`src/rtl/cbus_arbiter_n_if.sv`:
```
// Bundles the per-channel request/response ports, the memory-side cbus and the
// grant status of cbus_arbiter_n. `slave` is the arbiter's view, `master` the environment's.
interface cbus_arbiter_n_if #(
    parameter int NUM_CH = 4,
    parameter int ADDR_W = 64,
    parameter int DATA_W = 64,
    parameter int LEN_W  = 8
);
    localparam int IDX_W  = $clog2(NUM_CH);
    localparam int STRB_W = DATA_W / 8;

    // channel side
    logic [NUM_CH-1:0]              ireq_valid;
    logic [NUM_CH-1:0]              ireq_is_write;
    logic [NUM_CH-1:0][2:0]         ireq_size;
    logic [NUM_CH-1:0][ADDR_W-1:0]  ireq_addr;
    logic [NUM_CH-1:0][STRB_W-1:0]  ireq_strobe;
    logic [NUM_CH-1:0][DATA_W-1:0]  ireq_data;
    logic [NUM_CH-1:0][LEN_W-1:0]   ireq_len;
    logic [NUM_CH-1:0][1:0]         ireq_burst;
    logic [NUM_CH-1:0]              iresp_ready;
    logic [NUM_CH-1:0]              iresp_last;
    logic [NUM_CH-1:0][DATA_W-1:0]  iresp_data;

    // memory side
    logic                           oreq_valid;
    logic                           oreq_is_write;
    logic [2:0]                     oreq_size;
    logic [ADDR_W-1:0]              oreq_addr;
    logic [STRB_W-1:0]              oreq_strobe;
    logic [DATA_W-1:0]              oreq_data;
    logic [LEN_W-1:0]               oreq_len;
    logic [1:0]                     oreq_burst;
    logic                           oresp_ready;
    logic                           oresp_last;
    logic [DATA_W-1:0]              oresp_data;

    logic                           grant_valid;
    logic [IDX_W-1:0]               grant_idx;

    modport slave (
        input  ireq_valid, ireq_is_write, ireq_size, ireq_addr, ireq_strobe,
               ireq_data, ireq_len, ireq_burst,
        output iresp_ready, iresp_last, iresp_data,
        output oreq_valid, oreq_is_write, oreq_size, oreq_addr, oreq_strobe,
               oreq_data, oreq_len, oreq_burst,
        input  oresp_ready, oresp_last, oresp_data,
        output grant_valid, grant_idx
    );

    modport master (
        output ireq_valid, ireq_is_write, ireq_size, ireq_addr, ireq_strobe,
               ireq_data, ireq_len, ireq_burst,
        input  iresp_ready, iresp_last, iresp_data,
        input  oreq_valid, oreq_is_write, oreq_size, oreq_addr, oreq_strobe,
               oreq_data, oreq_len, oreq_burst,
        output oresp_ready, oresp_last, oresp_data,
        input  grant_valid, grant_idx
    );
endinterface

```
`src/rtl/cbus_arbiter_n.sv`:
```
// N-channel cbus arbiter: registered grant held for a whole burst, round-robin by default.
// Define CBUS_ARB_FIXED_PRIO_EN for fixed priority (channel 0 highest, no rr pointer).
module cbus_arbiter_n_lane #(
    parameter int DATA_W = 64
) (
    input  logic              sel,
    input  logic              oresp_ready,
    input  logic              oresp_last,
    input  logic [DATA_W-1:0] oresp_data,
    output logic              iresp_ready,
    output logic              iresp_last,
    output logic [DATA_W-1:0] iresp_data
);
    assign iresp_ready = sel & oresp_ready;
    assign iresp_last  = sel & oresp_last;
    assign iresp_data  = sel ? oresp_data : '0;
endmodule

module cbus_arbiter_n #(
    parameter int NUM_CH = 4,
    parameter int ADDR_W = 64,
    parameter int DATA_W = 64,
    parameter int LEN_W  = 8
) (
    input  logic               clk,
    input  logic               reset,
    cbus_arbiter_n_if.slave    bus
);
    localparam int IDX_W  = $clog2(NUM_CH);
    localparam int STRB_W = DATA_W / 8;

    typedef enum logic {
        IDLE = 1'b0,
        BUSY = 1'b1
    } state_e;

    state_e           state_q, state_d;
    logic [IDX_W-1:0] grant_idx_q, grant_idx_d;
    logic [IDX_W-1:0] winner;
    logic             any_req;
    logic             active;
    logic             gnt_req_valid;

`ifndef CBUS_ARB_FIXED_PRIO_EN
    logic [IDX_W-1:0] rr_ptr_q, rr_ptr_d;
`endif

    assign any_req = |bus.ireq_valid;

`ifdef CBUS_ARB_FIXED_PRIO_EN
    // Descending scan so the lowest valid index is the last to overwrite.
    always_comb begin
        winner = '0;
        for (int k = NUM_CH - 1; k >= 0; k--) begin
            if (bus.ireq_valid[k]) winner = IDX_W'(k);
        end
    end
`else
    // Scan offsets high-to-low from rr_ptr so the nearest valid channel wins.
    always_comb begin
        int idx;
        idx    = 0;
        winner = rr_ptr_q;
        for (int k = NUM_CH - 1; k >= 0; k--) begin
            idx = int'(rr_ptr_q) + k;
            if (idx >= NUM_CH) idx = idx - NUM_CH;
            if (bus.ireq_valid[IDX_W'(idx)]) winner = IDX_W'(idx);
        end
    end
`endif

    assign gnt_req_valid = bus.ireq_valid[grant_idx_q];

    always_comb begin
        state_d     = state_q;
        grant_idx_d = grant_idx_q;
`ifndef CBUS_ARB_FIXED_PRIO_EN
        rr_ptr_d    = rr_ptr_q;
`endif
        case (state_q)
            IDLE: begin
                if (any_req) begin
                    state_d     = BUSY;
                    grant_idx_d = winner;
`ifndef CBUS_ARB_FIXED_PRIO_EN
                    rr_ptr_d    = (winner == IDX_W'(NUM_CH - 1)) ? '0 : winner + IDX_W'(1);
`endif
                end
            end
            BUSY: begin
                // A requester dropping valid mid-burst ends the grant like a last beat.
                if (!gnt_req_valid || (bus.oresp_ready && bus.oresp_last))
                    state_d = IDLE;
            end
            default: state_d = IDLE;
        endcase
    end

    always_ff @(posedge clk) begin
        if (!reset) begin
            state_q     <= IDLE;
            grant_idx_q <= '0;
`ifndef CBUS_ARB_FIXED_PRIO_EN
            rr_ptr_q    <= '0;
`endif
        end else begin
            state_q     <= state_d;
            grant_idx_q <= grant_idx_d;
`ifndef CBUS_ARB_FIXED_PRIO_EN
            rr_ptr_q    <= rr_ptr_d;
`endif
        end
    end

    // Routing is gated by reset too, so an aborted burst sees nothing the same cycle.
    assign active          = reset && (state_q == BUSY);
    assign bus.grant_valid = (state_q == BUSY);
    assign bus.grant_idx   = grant_idx_q;

    assign bus.oreq_valid    = active && gnt_req_valid;
    assign bus.oreq_is_write = active && bus.ireq_is_write[grant_idx_q];
    assign bus.oreq_size     = active ? bus.ireq_size[grant_idx_q]   : 3'd0;
    assign bus.oreq_addr     = active ? bus.ireq_addr[grant_idx_q]   : '0;
    assign bus.oreq_strobe   = active ? bus.ireq_strobe[grant_idx_q] : '0;
    assign bus.oreq_data     = active ? bus.ireq_data[grant_idx_q]   : '0;
    assign bus.oreq_len      = active ? bus.ireq_len[grant_idx_q]    : '0;
    assign bus.oreq_burst    = active ? bus.ireq_burst[grant_idx_q]  : 2'd0;

    logic [NUM_CH-1:0]             lane_ready;
    logic [NUM_CH-1:0]             lane_last;
    logic [NUM_CH-1:0][DATA_W-1:0] lane_data;

    for (genvar g = 0; g < NUM_CH; g++) begin : g_lane
        cbus_arbiter_n_lane #(.DATA_W(DATA_W)) u_lane (
            .sel         (active && (grant_idx_q == IDX_W'(g))),
            .oresp_ready (bus.oresp_ready),
            .oresp_last  (bus.oresp_last),
            .oresp_data  (bus.oresp_data),
            .iresp_ready (lane_ready[g]),
            .iresp_last  (lane_last[g]),
            .iresp_data  (lane_data[g])
        );
    end

    assign bus.iresp_ready = lane_ready;
    assign bus.iresp_last  = lane_last;
    assign bus.iresp_data  = lane_data;

    logic unused_strb;
    assign unused_strb = (STRB_W == 0);
endmodule

```
`src/flat_wrapper.sv`:
```
// flat-port wrapper written by rule: the top's interface ports become plain ports
module cbus_arbiter_n_flat 
#(
    parameter int NUM_CH = 4,
    parameter int ADDR_W = 64,
    parameter int DATA_W = 64,
    parameter int LEN_W  = 8
)
  (clk, reset, bus_ireq_valid, bus_ireq_is_write, bus_ireq_size, bus_ireq_addr, bus_ireq_strobe, bus_ireq_data, bus_ireq_len, bus_ireq_burst, bus_iresp_ready, bus_iresp_last, bus_iresp_data, bus_oreq_valid, bus_oreq_is_write, bus_oreq_size, bus_oreq_addr, bus_oreq_strobe, bus_oreq_data, bus_oreq_len, bus_oreq_burst, bus_oresp_ready, bus_oresp_last, bus_oresp_data, bus_grant_valid, bus_grant_idx);
  cbus_arbiter_n_if #(.NUM_CH(NUM_CH), .ADDR_W(ADDR_W), .DATA_W(DATA_W), .LEN_W(LEN_W)) bus_i ();
  input  logic clk;
  input  logic reset;
  input wire logic [$bits(bus_i.ireq_valid)-1:0] bus_ireq_valid;
  input wire logic [$bits(bus_i.ireq_is_write)-1:0] bus_ireq_is_write;
  input wire logic [$bits(bus_i.ireq_size)-1:0] bus_ireq_size;
  input wire logic [$bits(bus_i.ireq_addr)-1:0] bus_ireq_addr;
  input wire logic [$bits(bus_i.ireq_strobe)-1:0] bus_ireq_strobe;
  input wire logic [$bits(bus_i.ireq_data)-1:0] bus_ireq_data;
  input wire logic [$bits(bus_i.ireq_len)-1:0] bus_ireq_len;
  input wire logic [$bits(bus_i.ireq_burst)-1:0] bus_ireq_burst;
  output wire logic [$bits(bus_i.iresp_ready)-1:0] bus_iresp_ready;
  output wire logic [$bits(bus_i.iresp_last)-1:0] bus_iresp_last;
  output wire logic [$bits(bus_i.iresp_data)-1:0] bus_iresp_data;
  output wire logic [$bits(bus_i.oreq_valid)-1:0] bus_oreq_valid;
  output wire logic [$bits(bus_i.oreq_is_write)-1:0] bus_oreq_is_write;
  output wire logic [$bits(bus_i.oreq_size)-1:0] bus_oreq_size;
  output wire logic [$bits(bus_i.oreq_addr)-1:0] bus_oreq_addr;
  output wire logic [$bits(bus_i.oreq_strobe)-1:0] bus_oreq_strobe;
  output wire logic [$bits(bus_i.oreq_data)-1:0] bus_oreq_data;
  output wire logic [$bits(bus_i.oreq_len)-1:0] bus_oreq_len;
  output wire logic [$bits(bus_i.oreq_burst)-1:0] bus_oreq_burst;
  input wire logic [$bits(bus_i.oresp_ready)-1:0] bus_oresp_ready;
  input wire logic [$bits(bus_i.oresp_last)-1:0] bus_oresp_last;
  input wire logic [$bits(bus_i.oresp_data)-1:0] bus_oresp_data;
  output wire logic [$bits(bus_i.grant_valid)-1:0] bus_grant_valid;
  output wire logic [$bits(bus_i.grant_idx)-1:0] bus_grant_idx;
  assign bus_i.ireq_valid = bus_ireq_valid;
  assign bus_i.ireq_is_write = bus_ireq_is_write;
  assign bus_i.ireq_size = bus_ireq_size;
  assign bus_i.ireq_addr = bus_ireq_addr;
  assign bus_i.ireq_strobe = bus_ireq_strobe;
  assign bus_i.ireq_data = bus_ireq_data;
  assign bus_i.ireq_len = bus_ireq_len;
  assign bus_i.ireq_burst = bus_ireq_burst;
  assign bus_iresp_ready = bus_i.iresp_ready;
  assign bus_iresp_last = bus_i.iresp_last;
  assign bus_iresp_data = bus_i.iresp_data;
  assign bus_oreq_valid = bus_i.oreq_valid;
  assign bus_oreq_is_write = bus_i.oreq_is_write;
  assign bus_oreq_size = bus_i.oreq_size;
  assign bus_oreq_addr = bus_i.oreq_addr;
  assign bus_oreq_strobe = bus_i.oreq_strobe;
  assign bus_oreq_data = bus_i.oreq_data;
  assign bus_oreq_len = bus_i.oreq_len;
  assign bus_oreq_burst = bus_i.oreq_burst;
  assign bus_i.oresp_ready = bus_oresp_ready;
  assign bus_i.oresp_last = bus_oresp_last;
  assign bus_i.oresp_data = bus_oresp_data;
  assign bus_grant_valid = bus_i.grant_valid;
  assign bus_grant_idx = bus_i.grant_idx;
  cbus_arbiter_n #(.NUM_CH(NUM_CH), .ADDR_W(ADDR_W), .DATA_W(DATA_W), .LEN_W(LEN_W)) u_core (.clk(clk), .reset(reset), .bus(bus_i));
endmodule
```
`config.mk`:
```
export PLATFORM = sky130hd
export DESIGN_NAME = cbus_arbiter_n_flat
export DESIGN_NICKNAME = d
export VERILOG_FILES = /design/src/rtl/cbus_arbiter_n_if.sv /design/src/rtl/cbus_arbiter_n.sv /design/src/flat_wrapper.sv
export SDC_FILE = /design/constraint.sdc
export NUM_CORES = 1
export LEC_CHECK = 0
export CAP_MARGIN = 25
export CORE_AREA = 3 3 427 429
export DETAILED_ROUTE_END_ITERATION = 12
export DIE_AREA = 0 0 430 432
export PLACE_DENSITY_LB_ADDON = 0.12
export SYNTH_ARGS = -nofsm -noshare
export SYNTH_HDL_FRONTEND = slang
export SYNTH_SLANG_ARGS = --single-unit
```
`constraint.sdc`:
```
create_clock -name clk -period 2.1 [get_ports clk]
set_input_delay 0.315 -clock clk [delete_from_list [all_inputs] [get_ports clk]]
set_output_delay 0.315 -clock clk [all_outputs]
set_load 0.02 [all_outputs]
```
Yosys cells after proc, flatten, opt, wreduce, memory -nomap -nowiden
Cells that the tools add are included.
Widths: inputs -> output; s select.
{"block": "word_totals", "register_bits": 5, "elab_cells": 96}
{"block": "op_classes", "n_lt_le_gt_ge": 9, "n_bitwise": 9, "mux": 50, "addsub": 8, "eq_ne": 4, "n_reduce_logical": 13}
{"op": "$mux 64", "n": 8}
{"op": "$bmux 64 s2", "n": 2}
{"op": "$bmux 8 s2", "n": 2}
{"op": "$mux 8", "n": 4}
{"op": "$mux 2", "n": 11}
{"op": "$lt 2x4->1 const B", "n": 4}
{"op": "$bmux 1 s2", "n": 6}
{"op": "$mux 1", "n": 12}
{"op": "$ge 3x3->1 const B", "n": 3}
{"op": "$and 1x1->1", "n": 8}
{"op": "$logic_and 1x1->1", "n": 8}
{"op": "$sub 2x1->2 const B", "n": 4}
{"op": "$add 2x2->3 const B", "n": 2}
{"op": "$bmux 3 s2", "n": 1}
{"op": "$eq 2x2->1 const B", "n": 3}
{"op": "$mux 3", "n": 2}
{"op": "$bmux 2 s2", "n": 1}
{"op": "$reduce_or 4->1", "n": 1}
{"op": "$add 2x1->3 const B", "n": 1}
{"op": "$ge 2x3->1 const B", "n": 1}
{"op": "$lt 2x3->1 const B", "n": 1}
{"op": "$add 2x1->2 const B", "n": 1}
{"op": "$eq 2x1->1 const B", "n": 1}
{"op": "$logic_not 2->1", "n": 1}
{"op": "5 further kinds", "n": 5}

Depth between registers and ports, before layout
{"block": "depth", "word_depth": 12, "mapped_depth": 6, "depth_no_buf": 5}

Modules after synthesis
From an unflattened synthesis, not the netlist that was laid out.
{"block": "unflattened", "cells_unflattened": 685, "area_unflattened_um2": 6819.0}
{"module": "cbus_arbiter_n", "cells_each": 393, "seq_area_each_um2": 100.1, "instances": 1, "area_each_um2": 4902.2}
{"module": "cbus_arbiter_n_lane", "cells_each": 73, "seq_area_each_um2": 0.0, "instances": 4, "area_each_um2": 479.2}

Least setup slack after synthesis
Ideal clock, no wire load.
{"block": "synth_timing", "path_kind": "reg2out", "startpoint": "register u_core.grant_idx_q[0], in the netlist u_core.bus.grant_idx[0]", "endpoint": "output bus_oreq_addr[0]", "required_ps": 1785, "stages_incl_launch_ff": 5, "slack_ps": 167, "arrival_ps": 1618, "n_path_buf": 2, "cell_sequence": "dfxtp_1 -> buf_6 -> buf_12 -> mux4_2 -> and2_1"}
{"block": "synth_between", "elab_chain_len": 3}
{"item": "start, declared", "line": "cbus_arbiter_n.sv:38", "source": "logic [IDX_W-1:0] grant_idx_q, grant_idx_d;"}
{"item": "start signal, assigned", "line": "cbus_arbiter_n.sv:108", "source": "grant_idx_q <= grant_idx_d;"}
{"item": "$bmux 64 s2", "line": "cbus_arbiter_n.sv:123", "source": "assign bus.oreq_addr = active ? bus.ireq_addr[grant_idx_q] : '0;"}
{"item": "$mux 64 (implied by the code)", "line": "cbus_arbiter_n.sv:123"}
{"item": "$mux 64", "line": "cbus_arbiter_n.sv:123"}
{"item": "end, declared", "line": "flat_wrapper.sv:27", "source": "output wire logic [$bits(bus_i.oreq_addr)-1:0] bus_oreq_addr;"}
Every way passes these cells. The select of a mux whose other input is x is not followed.

Final worst setup path
{"block": "layout_timing", "startpoint": "register u_core.grant_idx_q[0], in the netlist u_core.bus.grant_idx[0]", "endpoint": "output bus_oreq_addr[7]"}
The elaborated chain is that of the path after synthesis.

==> impl_summary.md <==
Status
The run finished, with violations left. The final reports fail on setup timing.

Clocking
The CTS H-tree depth is 1. The maximum clock insertion buffer count is 2. The clock-pin slew of the registers on the worst-case setup and hold paths is roughly 0.030 ns. The clock root buffer is sky130_fd_sc_hd__clkbuf_16. The number of sinks driven by the clock tree is 5. The cts-stage hold buffer count is 0. The CTS tree is built. The worst-skew pair later-pin latency is 0.23 ns. Counting the buffers created by CTS gives 3.

Min path
The endpoint of the worst hold-timing path is u_core.rr_ptr_q[1]$_SDFFE_PN0P_. Along the worst hold path, the cell count comes to 2. The min-delay analysis places its worst path in the category register to register.

The worst hold path startpoint is u_core.rr_ptr_q[1]$_SDFFE_PN0P_.

Power
The design draws 7.57 mW. The relative contribution of the clock network to total power is 0.041. Internal power comes to 4.58 mW. The maximum vdd ir drop is 0.000138 V.

The leakage dissipation is roughly 9.5 nW. The relative contribution of combinational cells to total power is 0.940. The relative contribution of sequential cells to total power is 0.019. Power spread over the standard cell area amounts to 301 nW/um2. The proportion of total power due to net switching is 0.395. The analysis attributes to net switching a power of roughly 3.0 mW.

Yosys
The fraction of the yosys area taken by sequential cells is 0.0144. The number of nets in the synthesized netlist is roughly 1400. The cell area after technology mapping is 6950 um2. The number of register bits inferred by synthesis is 5. The number of different library cells in the post-synthesis netlist is 27.

The total of warnings raised by yosys is 0. In this run the mean area of a mapped cell was 10.0 um2. After technology mapping, the gate count stands at around 690.

STA
Once routing completed, OpenROAD measured the worst setup slack at -0.275 ns. Headroom to the max-slew limit came out at 0.722. Based on the critical path, the design can be clocked at up to 421 MHz. The total setup violations reported at the end of the flow is 294. The final hold violation count was 0. For the final database, setup skew stands at 0.000783 ns. The final number of max-transition violations is 0. Setup repair after global routing could not meet its margin everywhere. For the finished layout, the period the worst path requires is 2.38 ns.

At the pin with the least slew margin, the transition time is 0.416 ns. The share of the cycle needed by the critical path after routing is 1.13.

Floorplanning
The number of core rows is 155. The height of the die is 432 um. The number of I/O pins is ~1100. The total die area is 186000 um2. The core box area is between 150000 and 200000 um2. The die span in x is 430 um. The starting utilization of the core area is 0.0389.

Routing
The number of vias per cell after detailed routing is 2.64. In the routed design, unresolved DRC markers number 0. The routed design has 117000 um of wire. For this run, the detailed router's first-pass iteration total came to 5.

The average wire per standard cell is 27.3 um. The number of vias in the routed layout is 11300. In this run the remaining antenna-violating nets after routing total 0. The first routing iteration left 580 violations.

Worst setup path
The critical path contains buffers and inverters numbering 4 combined. The critical path is of the register to primary output type. The family of cells with the greatest summed delay on the critical path is buffers and inverters.

The worst register-to-register path begins at u_core.bus.grant_idx[0]$_SDFFE_PN0P_. The critical path's largest stage delay is ~0.57 ns. The signal on the critical path passes through buf_12, buf_16, buf_16, mux4_2, and2_4, buf_12. STA puts the critical path data arrival time at roughly 2.1 ns. Along the worst path, the maximum fanout reaches 9. The worst reg2reg path endpoint is u_core.bus.grant_valid$_SDFF_PN0_. The worst setup path is captured at a primary output. The highest-delay cell along the critical path is sky130_fd_sc_hd__mux4_2. The setup check on the worst reg-to-reg path leaves a slack of 0.27 ns. The worst register-to-register path has a depth of 8.

STA classifies the critical path startpoint as a register. The required time at the endpoint of the critical path is 1.78 ns.

Place
The number of placed cells counting well taps is 4148. The weighted congestion reported at the end of routability-driven placement is 0.873. The instance area after placement is about 22000 um2. OpenSTA, run right after detailed placement, puts the worst setup slack at -0.747 ns.

The count of buffers from port buffering is 1089. Detailed placement ended at an HPWL of ~95000 um.

Final layout
The final layout net count is ~2600. The number of fill cells is 20100. The area of the multi-input gates is about 6900 um2.

The commonest non-fill, non-tap cell in the layout is sky130_fd_sc_hd__clkdlybuf4s50_1. Of the cells placed in the final design, the portion with a size suffix greater than 1 is 0.557. The final instance count without filler cells is between 4000 and 5000. In the layout the commonest cells are sky130_fd_sc_hd__clkdlybuf4s50_1 (673), sky130_fd_sc_hd__and2_4 (273), sky130_fd_sc_hd__buf_6 (239), sky130_fd_sc_hd__mux4_2 (151), sky130_fd_sc_hd__and2_1 (143). At the end of the flow the core is filled with cells to 0.141. The area growth from synthesis to layout is 262%. The final standard cell area without fillers is ~25000 um2. In the final layout, flip-flops and latches occupy 111 um2.

GRT
The first-pass GRT wire length is roughly 140000 um. The pin count of the biggest net entering global routing is 29. Across every metal layer, demand over resource in global routing totals 0.117.

The number of global-route vias before repair came to 12100. The total global routing overflow is 0. The initial antenna violation count is 45.

Job
The number of max-capacitance violations reported is 0.
==> cell families (layout without fill, tap and decap cells) <==
logic type	count (synthesis)	after routing	share of synthesized area
mux	153	153	0.492
simple gates	430	430	0.388
xor+xnor	1	1	0.00126
flops	5	5	0.0144
compound gates	14	14	0.0130
buf+inv	89	1320	0.0912
other cells	0	13	0
==> registers in the layout, indices dropped and copies added, names as in the netlist <==
| register | cells |
|---|---|
| u_core.bus.grant_valid | 1 |
| u_core.bus.grant_idx | 2 |
| u_core.rr_ptr_q | 2 |
==> cells in the mapped netlist <==
master | instances | area (um2)
sky130_fd_sc_hd__mux2i_1 | 2 | 20.0
sky130_fd_sc_hd__a21oi_1 | 3 | 15.0
sky130_fd_sc_hd__buf_4 | 11 | 82.6
sky130_fd_sc_hd__a22o_1 | 1 | 8.76
sky130_fd_sc_hd__mux4_2 | 151 | 3400
sky130_fd_sc_hd__nor2_1 | 2 | 7.51
sky130_fd_sc_hd__inv_1 | 2 | 7.51
sky130_fd_sc_hd__nor2b_1 | 4 | 25.0
sky130_fd_sc_hd__buf_12 | 10 | 200
sky130_fd_sc_hd__o21ai_0 | 5 | 25.0
sky130_fd_sc_hd__buf_6 | 7 | 78.8
sky130_fd_sc_hd__a21o_1 | 1 | 7.51
sky130_fd_sc_hd__or3_1 | 1 | 6.26
sky130_fd_sc_hd__buf_2 | 21 | 105
sky130_fd_sc_hd__xnor2_1 | 1 | 8.76
sky130_fd_sc_hd__o221a_2 | 1 | 11.3
sky130_fd_sc_hd__nor3_2 | 1 | 10.0
sky130_fd_sc_hd__dfxtp_1 | 5 | 100
sky130_fd_sc_hd__nor3b_2 | 2 | 25.0
sky130_fd_sc_hd__clkbuf_1 | 24 | 90.1
sky130_fd_sc_hd__a2bb2oi_1 | 1 | 8.76
sky130_fd_sc_hd__nand2_1 | 3 | 11.3
sky130_fd_sc_hd__a21oi_2 | 1 | 8.76
sky130_fd_sc_hd__clkbuf_2 | 14 | 70.1
sky130_fd_sc_hd__and2_1 | 416 | 2600
sky130_fd_sc_hd__o21ai_1 | 1 | 5.00
sky130_fd_sc_hd__and3_4 | 1 | 11.3
==> stage by stage <==
stage / TNS, ns / hold slack, ns
after floorplan: 0 / 0.443
after global placement: -207.97 / 0.565
after detailed placement: -210.64 / 0.603
after CTS: -49.73 / 0.608
after global routing: -52.84 / 0.617
final: -33.72 / 0.609
==> metal layers <==
layer / vias up / share of wire / global-route usage
li1: 4969 / - / -
met1: 5748 / 0.36 / 0.128
met2: 538 / 0.56 / 0.229
met3: 64 / 0.063 / 0.0276
met4: 12 / 0.017 / 0.0192
met5: - / 0.00076 / 0
==> layout make-up <==
| type | count | share of cell area |
|---|---|---|
| timing repair buffer | 1314 | 0.599 |
| multi-input combinational | 598 | 0.275 |
| tap | 2355 | 0.117 |
| sequential | 5 | 0.00442 |
| clock buffer | 4 | 0.00313 |
| antenna | 13 | 0.00129 |
| inverter | 2 | 0.000298 |
==> how the worst max path moves through the flow <==
stage	start	to	slack (ns)	cells past startpoint
2_1_floorplan	u_core.bus.grant_idx[0]$_SDFFE_PN0P_	bus_oreq_addr[0]	0.17	4
3_3_place_gp	reset	bus_iresp_data[64]	-0.73	7
3_5_place_dp	reset	bus_iresp_data[80]	-0.75	6
4_1_cts	u_core.bus.grant_idx[0]$_SDFFE_PN0P_	bus_oreq_data[59]	-0.32	7
5_1_grt	u_core.bus.grant_idx[0]$_SDFFE_PN0P_	bus_oreq_addr[11]	-0.32	7
6_report	u_core.bus.grant_idx[0]$_SDFFE_PN0P_	bus_oreq_addr[7]	-0.28	6
==> worst min-delay path: cells and delay by family, from the launching register on <==
| kind | cells | cell delay [ns] |
|---|---|---|
| flip-flops | 1 | 0.34 |
| AO/OA/AOI/OAI | 2 | 0.22 |
==> what timing repair did <==
item | CTS | global route
cloned | 30 | 8
pin swaps | 82 | 20
endpoints found under the setup margin | 416 | 379
buffers inserted | 84 | 30
resized for setup | 1624 | 447
==> power groups by stage <==
stage | clock network, mW | registers (mW) | logic, mW
after floorplan | 0 | 0.138 | 2.29
after detailed placement | 0 | 0.146 | 6.01
after global routing | 0.324 | 0.142 | 7.51
final | 0.314 | 0.140 | 7.12
after CTS | 0.318 | 0.140 | 7.00
after global placement | 0 | 0.145 | 6.04
(Power assumes the default switching activity.)
